$ cat config.mk
export PLATFORM = sky130hd
export DESIGN_NAME = poly_voice_engine_flat
export DESIGN_NICKNAME = d
export VERILOG_FILES = /design/src/rtl/poly_voice_engine_if.sv /design/src/rtl/poly_voice_engine.sv /design/src/flat_wrapper.sv
export SDC_FILE = /design/constraint.sdc
export NUM_CORES = 1
export LEC_CHECK = 0
export BUFFER_PORTS_ARGS = -buffer_cell sky130_fd_sc_hd__buf_4
export CAP_MARGIN = 40
export CORE_ASPECT_RATIO = 0.8
export CORE_MARGIN = 4
export CORE_UTILIZATION = 30
export CTS_CLUSTER_DIAMETER = 60
export DETAILED_ROUTE_END_ITERATION = 12
export GPL_TIMING_DRIVEN = 0
export SETUP_SLACK_MARGIN = 0.15
export SYNTH_ARGS = -nofsm -noshare
export SYNTH_HDL_FRONTEND = slang
export SYNTH_SLANG_ARGS = --single-unit
$ cat constraint.sdc
create_clock -name clk -period 32.3 [get_ports clk]
set_input_delay 3.23 -clock clk [delete_from_list [all_inputs] [get_ports clk]]
set_output_delay 3.23 -clock clk [all_outputs]
set_load 0.02 [all_outputs]
$ cat src/rtl/poly_voice_engine_if.sv
// Control/status bundle for the poly_voice_engine: register-write port, sample
// strobe and the mixed PCM output with its status flags.
interface poly_voice_engine_if #(
  parameter int VOICES      = 4,
  parameter int BITDEPTH    = 14,
  parameter int BITFRACTION = 6
) ();
  localparam int PHASEW = BITDEPTH + BITFRACTION;
  localparam int LOGV   = $clog2(VOICES);

  logic                sample_tick;
  logic                wr_en;
  logic [LOGV-1:0]     wr_voice;
  logic [1:0]          wr_addr;
  logic [PHASEW-1:0]   wr_data;
  logic [BITDEPTH-1:0] out;
  logic                out_valid;
  logic                busy;
  logic [VOICES-1:0]   active;

  modport master (
    output sample_tick, wr_en, wr_voice, wr_addr, wr_data,
    input  out, out_valid, busy, active
  );

  modport slave (
    input  sample_tick, wr_en, wr_voice, wr_addr, wr_data,
    output out, out_valid, busy, active
  );
endinterface

$ cat src/rtl/poly_voice_engine.sv
// Time-multiplexed N-voice oscillator/envelope/mixer: one voice per clock after
// each sample tick, followed by a mix clock that produces one unsigned PCM word.
module poly_voice_engine #(
  parameter int VOICES      = 4,
  parameter int BITDEPTH    = 14,
  parameter int BITFRACTION = 6,
  parameter int VOLBITS     = 8
) (
  input  logic                 clk,
  input  logic                 rst,
  poly_voice_engine_if.slave   bus
);
  localparam int PHASEW = BITDEPTH + BITFRACTION;
  localparam int LOGV   = $clog2(VOICES);
  localparam int PRODW  = BITDEPTH + VOLBITS + 2;
  // One extra bit beyond the worst-case sum of VOICES midscale-centred samples.
  localparam int SUMW   = BITDEPTH + LOGV + 1;

  localparam logic [BITDEPTH-1:0] MID  = {1'b1, {(BITDEPTH-1){1'b0}}};
  localparam logic [VOLBITS-1:0]  VMAX = '1;
  localparam logic [LOGV-1:0]     LAST = LOGV'(VOICES - 1);

  typedef enum logic [1:0] {
    ENV_IDLE,
    ENV_ATTACK,
    ENV_SUSTAIN,
    ENV_RELEASE
  } env_t;

  typedef struct packed {
    env_t               st;
    logic [VOLBITS-1:0] vol;
  } env_res_t;

  typedef enum logic [1:0] {
    SEQ_IDLE,
    SEQ_SLOT,
    SEQ_MIX
  } seq_t;

  // Gate high always heads toward max (from any state); gate low always heads
  // toward IDLE. Both the state change and the new volume land in one step.
  function automatic env_res_t env_step(input env_t st, input logic [VOLBITS-1:0] vol,
                                        input logic gate, input logic [VOLBITS-1:0] atk,
                                        input logic [VOLBITS-1:0] rel);
    env_res_t         r;
    logic [VOLBITS:0] up;
    r.st  = st;
    r.vol = vol;
    up    = {1'b0, vol} + {1'b0, atk};
    if (gate) begin
      if ((atk == '0) || (up >= {1'b0, VMAX})) begin
        r.st  = ENV_SUSTAIN;
        r.vol = VMAX;
      end else begin
        r.st  = ENV_ATTACK;
        r.vol = up[VOLBITS-1:0];
      end
    end else if (st == ENV_IDLE) begin
      r.vol = '0;
    end else if ((rel == '0) || (vol <= rel)) begin
      r.st  = ENV_IDLE;
      r.vol = '0;
    end else begin
      r.st  = ENV_RELEASE;
      r.vol = vol - rel;
    end
    return r;
  endfunction

  function automatic logic [BITDEPTH-1:0] wave_gen(input logic [2:0] sel,
                                                   input logic [BITDEPTH-1:0] p);
    logic [BITDEPTH-1:0] tri_w;
    logic [BITDEPTH-1:0] sq_w;
    logic [BITDEPTH-1:0] acc;
    tri_w = p[BITDEPTH-1] ? ~(p << 1) : (p << 1);
    sq_w  = {BITDEPTH{p[BITDEPTH-1]}};
    acc   = '1;
    if (sel[0]) acc = acc & tri_w;
    if (sel[1]) acc = acc & p;
    if (sel[2]) acc = acc & sq_w;
    if (sel == 3'b000) acc = MID;
    return acc;
  endfunction

  // Centre the wave on zero, scale by volume, floor via arithmetic shift.
  function automatic logic signed [PRODW-1:0] scale(input logic [BITDEPTH-1:0] w,
                                                    input logic [VOLBITS-1:0] v);
    logic signed [BITDEPTH:0]  s;
    logic signed [VOLBITS:0]   vs;
    logic signed [PRODW-1:0]   prod;
    s    = $signed({1'b0, w}) - $signed({1'b0, MID});
    vs   = $signed({1'b0, v});
    prod = PRODW'(s) * PRODW'(vs);
    return prod >>> VOLBITS;
  endfunction

  logic [PHASEW-1:0]  inc_q  [VOICES];
  logic [2:0]         sel_q  [VOICES];
  logic [VOLBITS-1:0] atk_q  [VOICES];
  logic [VOLBITS-1:0] rel_q  [VOICES];
  logic [VOICES-1:0]  gate_q;

  logic [PHASEW-1:0]  phase_q [VOICES];
  logic [VOLBITS-1:0] vol_q   [VOICES];
  env_t               env_q   [VOICES];
  logic [VOICES-1:0]  active_q;

  seq_t                  seq_q;
  logic [LOGV-1:0]       slot_q;
  logic signed [SUMW-1:0] sum_q;
  logic [BITDEPTH-1:0]   out_q;
  logic                  out_valid_q;
  logic                  busy_q;

  logic [PHASEW-1:0]       phase_d;
  env_res_t                env_d;
  logic [BITDEPTH-1:0]     wave_d;
  logic signed [PRODW-1:0] scaled_d;

  always_ff @(posedge clk or posedge rst) begin
    if (rst) begin
      for (int i = 0; i < VOICES; i++) begin
        inc_q[i] <= '0;
        sel_q[i] <= '0;
        atk_q[i] <= '0;
        rel_q[i] <= '0;
      end
      gate_q <= '0;
    end else if (bus.wr_en) begin
      case (bus.wr_addr)
        2'd0: inc_q[bus.wr_voice] <= bus.wr_data;
        2'd1: begin
          sel_q[bus.wr_voice]  <= bus.wr_data[2:0];
          gate_q[bus.wr_voice] <= bus.wr_data[4];
        end
        2'd2: begin
          atk_q[bus.wr_voice] <= bus.wr_data[8 +: VOLBITS];
          rel_q[bus.wr_voice] <= bus.wr_data[0 +: VOLBITS];
        end
        default: ;
      endcase
    end
  end

  // Slot datapath: everything for the voice selected by slot_q, in one clock.
  always_comb begin
    phase_d  = phase_q[slot_q] + inc_q[slot_q];
    env_d    = env_step(env_q[slot_q], vol_q[slot_q], gate_q[slot_q],
                        atk_q[slot_q], rel_q[slot_q]);
    wave_d   = wave_gen(sel_q[slot_q], phase_d[PHASEW-1 -: BITDEPTH]);
    scaled_d = scale(wave_d, env_d.vol);
  end

  always_ff @(posedge clk or posedge rst) begin
    if (rst) begin
      for (int i = 0; i < VOICES; i++) begin
        phase_q[i] <= '0;
        vol_q[i]   <= '0;
        env_q[i]   <= ENV_IDLE;
      end
      active_q <= '0;
    end else if (seq_q == SEQ_SLOT) begin
      phase_q[slot_q]  <= phase_d;
      vol_q[slot_q]    <= env_d.vol;
      env_q[slot_q]    <= env_d.st;
      active_q[slot_q] <= (env_d.st != ENV_IDLE);
    end
  end

  always_ff @(posedge clk or posedge rst) begin
    if (rst) begin
      seq_q       <= SEQ_IDLE;
      slot_q      <= '0;
      sum_q       <= '0;
      out_q       <= MID;
      out_valid_q <= 1'b0;
      busy_q      <= 1'b0;
    end else begin
      out_valid_q <= 1'b0;
      case (seq_q)
        SEQ_IDLE: begin
          if (bus.sample_tick) begin
            busy_q <= 1'b1;
            slot_q <= '0;
            seq_q  <= SEQ_SLOT;
          end
        end
        SEQ_SLOT: begin
          sum_q  <= (slot_q == '0) ? SUMW'(scaled_d) : (sum_q + SUMW'(scaled_d));
          slot_q <= slot_q + 1'b1;
          if (slot_q == LAST) seq_q <= SEQ_MIX;
        end
        SEQ_MIX: begin
          out_q       <= BITDEPTH'(sum_q >>> LOGV) + MID;
          out_valid_q <= 1'b1;
          busy_q      <= 1'b0;
          seq_q       <= SEQ_IDLE;
        end
        default: seq_q <= SEQ_IDLE;
      endcase
    end
  end

  assign bus.out       = out_q;
  assign bus.out_valid = out_valid_q;
  assign bus.busy      = busy_q;
  assign bus.active    = active_q;
endmodule
$ cat src/flat_wrapper.sv
// flat-port wrapper written by rule: the top's interface ports become plain ports
module poly_voice_engine_flat 
#(
  parameter int VOICES      = 4,
  parameter int BITDEPTH    = 14,
  parameter int BITFRACTION = 6,
  parameter int VOLBITS     = 8
)
  (clk, rst, bus_sample_tick, bus_wr_en, bus_wr_voice, bus_wr_addr, bus_wr_data, bus_out, bus_out_valid, bus_busy, bus_active);
  poly_voice_engine_if #(.VOICES(VOICES), .BITDEPTH(BITDEPTH), .BITFRACTION(BITFRACTION)) bus_i ();
  input  logic clk;
  input  logic rst;
  input wire logic [$bits(bus_i.sample_tick)-1:0] bus_sample_tick;
  input wire logic [$bits(bus_i.wr_en)-1:0] bus_wr_en;
  input wire logic [$bits(bus_i.wr_voice)-1:0] bus_wr_voice;
  input wire logic [$bits(bus_i.wr_addr)-1:0] bus_wr_addr;
  input wire logic [$bits(bus_i.wr_data)-1:0] bus_wr_data;
  output wire logic [$bits(bus_i.out)-1:0] bus_out;
  output wire logic [$bits(bus_i.out_valid)-1:0] bus_out_valid;
  output wire logic [$bits(bus_i.busy)-1:0] bus_busy;
  output wire logic [$bits(bus_i.active)-1:0] bus_active;
  assign bus_i.sample_tick = bus_sample_tick;
  assign bus_i.wr_en = bus_wr_en;
  assign bus_i.wr_voice = bus_wr_voice;
  assign bus_i.wr_addr = bus_wr_addr;
  assign bus_i.wr_data = bus_wr_data;
  assign bus_out = bus_i.out;
  assign bus_out_valid = bus_i.out_valid;
  assign bus_busy = bus_i.busy;
  assign bus_active = bus_i.active;
  poly_voice_engine #(.VOICES(VOICES), .BITDEPTH(BITDEPTH), .BITFRACTION(BITFRACTION), .VOLBITS(VOLBITS)) u_core (.clk(clk), .rst(rst), .bus(bus_i));
endmodule
After elaboration in Yosys (flattened, before gate mapping)

Cells that the tools add are included.
W data, S select, Z words.

Register bits: 321
Output and inout bits: 20

Add/sub/neg operators: 7
$mul: 1
$lt $le $gt $ge: 10
Eq/ne operators: 7
Mux-type cells: 67
Bitwise gates (word level): 5
Reductions and logical operators: 22

Operators by type and width:

| cell                     | number |
|---|---|
| $bwmux W80               | 2 |
| $mux W20                 | 6 |
| $bwmux W32               | 3 |
| $bmux W20 S2             | 2 |
| $demux W20 S2            | 2 |
| $mux W8                  | 9 |
| $mux W14                 | 5 |
| $bmux W8 S2              | 3 |
| $demux W8 S2             | 2 |
| $mux W10                 | 3 |
| $and A14 B14 Y14         | 2 |
| $mul A15 B9 Y24          | 1 |
| $add A20 B20 Y20         | 1 |
| $add A17 B16 Y17         | 1 |
| $mux W17                 | 1 |
| $logic_not A8 Y1         | 2 |
| $sub A14 B14 Y15 const B | 1 |
| $add A14 B14 Y14 const B | 1 |
| $mux W2                  | 7 |
| $not A14 Y14             | 1 |
| $bwmux W12               | 1 |
| $reduce_and A2 Y1        | 6 |
| $add A8 B8 Y9            | 1 |
| $ge A9 B8 Y1 const B     | 1 |
| other kinds (28)         | 55 |

Depth between registers and ports, before layout

Depth in word-level cells: 17
Mapped depth: 47
Gate-level depth less buffers: 42

Least setup slack after synthesis

Ideal clock, no wire load.

Kind: reg-to-reg
Start: register u_core.slot_q[0]
End: register u_core.sum_q[15]
Setup time: 0.087 ns
Arrival: 11.467 ns
Data required time: 32.213 ns
Slack: 20.747 ns
Stages on the path, launching flop included: 44
Path buffers: 5
Clock period less this slack: 11.553 ns
Cells stage by stage: dfrtp_1 buf_6 buf_6 buf_2 buf_1 buf_1 mux4_2 ha_1 a211oi_1 o21ai_0 a21o_1 a21oi_1 o21bai_1 a21oi_1 o21bai_1 a2111oi_0 a311o_1 o221ai_1 (+8 left out) ha_1 a2111oi_0 a221o_1 and2_4 o21ai_1 nor2_1 nor2_1 ha_1 a21o_1 a31oi_1 o2111ai_1 o311ai_0 o21a_1 o21ai_1 or4b_2 a21oi_1 nor4_1 o211ai_1

Longest elaborated chain between the ends: 17

Ends and longest elaborated chain:

| item                                        | RTL line                 | RTL |
|---|---|---|
| start, declared                             | poly_voice_engine.sv:110 | `logic [LOGV-1:0] slot_q;` |
| start signal, assigned                      | poly_voice_engine.sv:191 | `slot_q <= slot_q + 1'b1;` |
| $not A2 Y3 (implied by the code)            | n/a                      |  |
| $bmux W20 S2                                | poly_voice_engine.sv:148 | `phase_d = phase_q[slot_q] + inc_q[slot_q];` |
| $mux W20 (implied by the code) (2 in a row) | poly_voice_engine.sv:148 |  |
| $add A20 B20 Y20                            | poly_voice_engine.sv:148 |  |
| $not A14 Y14                                | poly_voice_engine.sv:76  | `tri_w = p[BITDEPTH-1] ? ~(p << 1) : (p << 1);` |
| $mux W14                                    | poly_voice_engine.sv:76  |  |
| $mux W14                                    | poly_voice_engine.sv:79  | `if (sel[0]) acc = acc & tri_w;` |
| $and A14 B14 Y14                            | poly_voice_engine.sv:80  | `if (sel[1]) acc = acc & p;` |
| $mux W14                                    | poly_voice_engine.sv:80  |  |
| $and A14 B14 Y14                            | poly_voice_engine.sv:81  | `if (sel[2]) acc = acc & sq_w;` |
| $mux W14                                    | poly_voice_engine.sv:81  |  |
| $mux W14                                    | poly_voice_engine.sv:82  | `if (sel == 3'b000) acc = MID;` |
| $sub A14 B14 Y15                            | poly_voice_engine.sv:92  | `s = $signed({1'b0, w}) - $signed({1'b0, MID});` |
| $mul A15 B9 Y24                             | poly_voice_engine.sv:94  | `prod = PRODW'(s) * PRODW'(vs);` |
| $add A17 B16 Y17                            | poly_voice_engine.sv:190 | `sum_q <= (slot_q == '0) ? SUMW'(scaled_d) : (sum_q + SUMW'(scaled_d));` |
| $mux W17 (*)                                | poly_voice_engine.sv:190 |  |
| end signal, assigned                        | poly_voice_engine.sv:190 |  |
| end, declared                               | poly_voice_engine.sv:111 | `logic signed [SUMW-1:0] sum_q;` |

Mark *: on every way between the ends. The rest lies on a longest branch, timed or not. The select of a mux whose other input is x is not followed.
A chain may end at the register's enable or synchronous reset.

Worst setup path after layout

Start: register u_core.slot_q[1]
End: register u_core.sum_q[15]

The elaborated chain is that of the path after synthesis.

==> key figures <==
Die
  – Die width: roughly 300 um
  – I/O Pins: 48
  – Core ar.: a little under 70000 sq um
  – Die Y-Extent: 242 um
  – Die Area: between 70000 and 80000 sq um
  – Rows: 85
  – Initial Util: a little under a third

Setup path
  – CP most frequent cell: fa_1
  – Crit path max-delay family: compound AO/OA/AOI/OAI gates
  – Crit path required time: 32.76 ns
  – Slowest stage delay, CP: 0.74 ns
  – Slowest CP cell: buf_1
  – Critical path launch point type: register
  – Crit-path max FO: 10
  – CP bufs+invs: 9
  – CP Data Arrival Time: approximately 14 ns
  – Worst Setup End Kind: register
  – Worst Setup Path Type: register to register

Logic synthesis
  – Syn Inst Count: between 1500 and 2000
  – Post-synth EDFFs: 0
  – #FFs+latches synth: 320
  – Mean post-synth cell area: ~11 sq um
  – Post-synthesis async set-or-reset flop share: 100%
  – Synth Warn #: 0
  – Ys flop type: dfrtp_1
  – Syn Nets: 2092
  – Cell taking the most area after synthesis: dfrtp_1
  – Top post-synthesis cells by count: 319 x dfrtp_1, 188 x nand2_1, 180 x mux2_2
  – Synth cell types: 82
  – Netlist Area Pre-Place: just over 20000 sq um
  – Most common cell in the netlist: dfrtp_1
  – Register area share after synthesis: about two fifths
  – Synth top area share: between 30% and 40%
  – Synth area leaders: dfrtp_1 39%, mux2_2 9.9%, fa_1 9.3%, mux4_2 6.9%, ha_1 5.9%

Global routing
  – Initial antenna violation count: 0
  – Vias in the first global route: 15300
  – Grt total ovfl: 0
  – Largest net degree at the start of global routing: approximately 120
  – Overall Global Routing Usage: between 15 and 20%
  – First-pass GRT wire length: approximately 90 mm

Route
  – Vias/cell: 5.13
  – DR iter-0 viols: around 1400
  – Via Count: around 15000
  – # DRC: 0
  – Routed wire length: approximately 57 mm
  – TritonRoute pass-1 iters: 5
  – WL/cell: between 15 and 20 um
  – Remaining antenna violation count after routing: 0

Finish
  – # diodes: 0
  – Layout cells sized above 1: 20.7%
  – Area grow syn2layout: 14.5%
  – Nets: 2194

Clocking
  – Postcts setup bufs: 0
  – CTS resizes: 0
  – Cts bufs inserted: 39
  – Clk sinks: 320
  – Post-CTS Hold Buffers: 0
  – CTS tree: built
  – Clock root buffer: clkbuf_16
  – H-tree depth reported by CTS: 2
  – Deepest clock path buffer count: 3
  – Clock Latency Late Sink: between 0.5 and 0.6 ns
  – Clk slew on worst S/H paths: about 0.06 ns

STA
  – Final setup violation count: 0
  – Fin crit share: a little over two fifths
  – Clock Skews: about 0.029 ns
  – Max transition margin: 38.1%
  – RSZ-0062 raised after global routing: no
  – Slew @ Worst Pin: 0.929 ns
  – Max Fclk: between 0.07 and 0.08 GHz
  – Sum of negative setup slack: 0 ns
  – Max Slew Vio Count: 0
  – Final hold violation count: 0
  – Min Tclk post-route: about 14 ns

Placed design
  – GPL Wtd Cong: slightly above 0.9
  – I/O Buffers: 47
  – DP Wirelength: around 43 mm

Outcome
  – Status: completed

Hold path
  – Hold Path Class: register to register

Run
  – Max-Cap Viols: 0
## worst reg2reg max path: cells and delay by family (launching register included)
| kind | cells | cell delay [ns] |
|---|---|---|
| AOI/OAI and AO/OA | 21 | 5.64 |
| DFF | 1 | 0.53 |
| and+or+nand+nor | 6 | 1.43 |
| buffers and inverters | 9 | 2.59 |
| muxes | 1 | 0.42 |
| adders and majority gates | 7 | 2.93 |
| xor gates and xnor gates | 1 | 0.10 |
## final cells by class
type,instances,area (sq um)
sequential,320,8010
inverter,167,639
clock inverter,11,155
tap,913,1140
timing repair buffer,61,522
fill,6747,44000
multi-input combinational,1303,11500
clock buffer,56,1150
buffer,82,354
## layer usage
metal | global-route usage (%) | wire (um) | vias up
li1 | - | - | 6682
met1 | 23.6 | 27200 | 7755
met2 | 24.0 | 25100 | 445
met3 | 2.26 | 3370 | 75
met4 | 3.72 | 1220 | 0
met5 | 0 | 0 | -
## cell families (layout without fill, tap and decap cells)
| family | Yosys count | in the layout | share of synthesized area, % |
|---|---|---|---|
| xor+xnor | 69 | 69 | 2.99 |
| flops | 320 | 320 | 39.1 |
| mux | 260 | 260 | 17.9 |
| fa+ha+maj | 192 | 192 | 15.2 |
| compound gates | 334 | 334 | 10.0 |
| buf+inv | 249 | 377 | 4.82 |
| simple gates | 448 | 448 | 9.89 |
## state kept, by name, indices dropped and copies added, names as in the netlist, 2 cells and up
name	count
u_core.seq_q	2
u_core.sum_q	16
u_core.bus.active	4
u_core.phase_q	80
u_core.sel_q	12
u_core.inc_q	80
u_core.env_q	8
u_core.gate_q	4
u_core.bus.out	14
u_core.vol_q	32
u_core.slot_q	2
u_core.atk_q	32
u_core.rel_q	32
## path summary, 6_finish.rpt
check	cells past startpoint	slack, ns	to	from
max in group asynchronous	3	28.41	u_core.env_q[0]	rst
worst min-delay path	2	0.47	u_core.phase_q[18]	u_core.phase_q[18]
worst max-delay path	45	18.50	u_core.sum_q[15]	u_core.slot_q[1]
min in group asynchronous	2	2.78	u_core.inc_q[77]	rst
worst min register to register	2	0.47	u_core.phase_q[18]	u_core.phase_q[18]
worst max register to register	45	18.50	u_core.sum_q[15]	u_core.slot_q[1]
## per-stage QoR
stage          setup WS [ns]  hold WS, ns  cell area (sq um)  instances  utilization (%)
2_1_floorplan          20.22        0.445              20500       1872                -
3_3_place_gp           17.06        0.456              22000       2832             32.6
3_5_place_dp           18.93        0.466              22100       2845             32.8
4_1_cts                18.81        0.479              23400       2912             34.8
5_1_grt                17.80        0.492              23400       2913             34.8
6_report               18.50        0.474              23400       2913             34.8
## cell usage in the layout (no fill, tap or decap), drive strengths merged, types with 21 or more instances in the layout
cell,instances
nand2b,24
clkbuf,121
fa,95
nand2,188
dfrtp,319
mux2,181
mux4,66
a21o,21
inv,169
o21ai,162
xnor2,51
buf,78
nor2,128
ha,97
a21oi,59
Power is not shown: default switching activity piles up to over one toggle a cycle in this logic, so the estimate is an artifact.
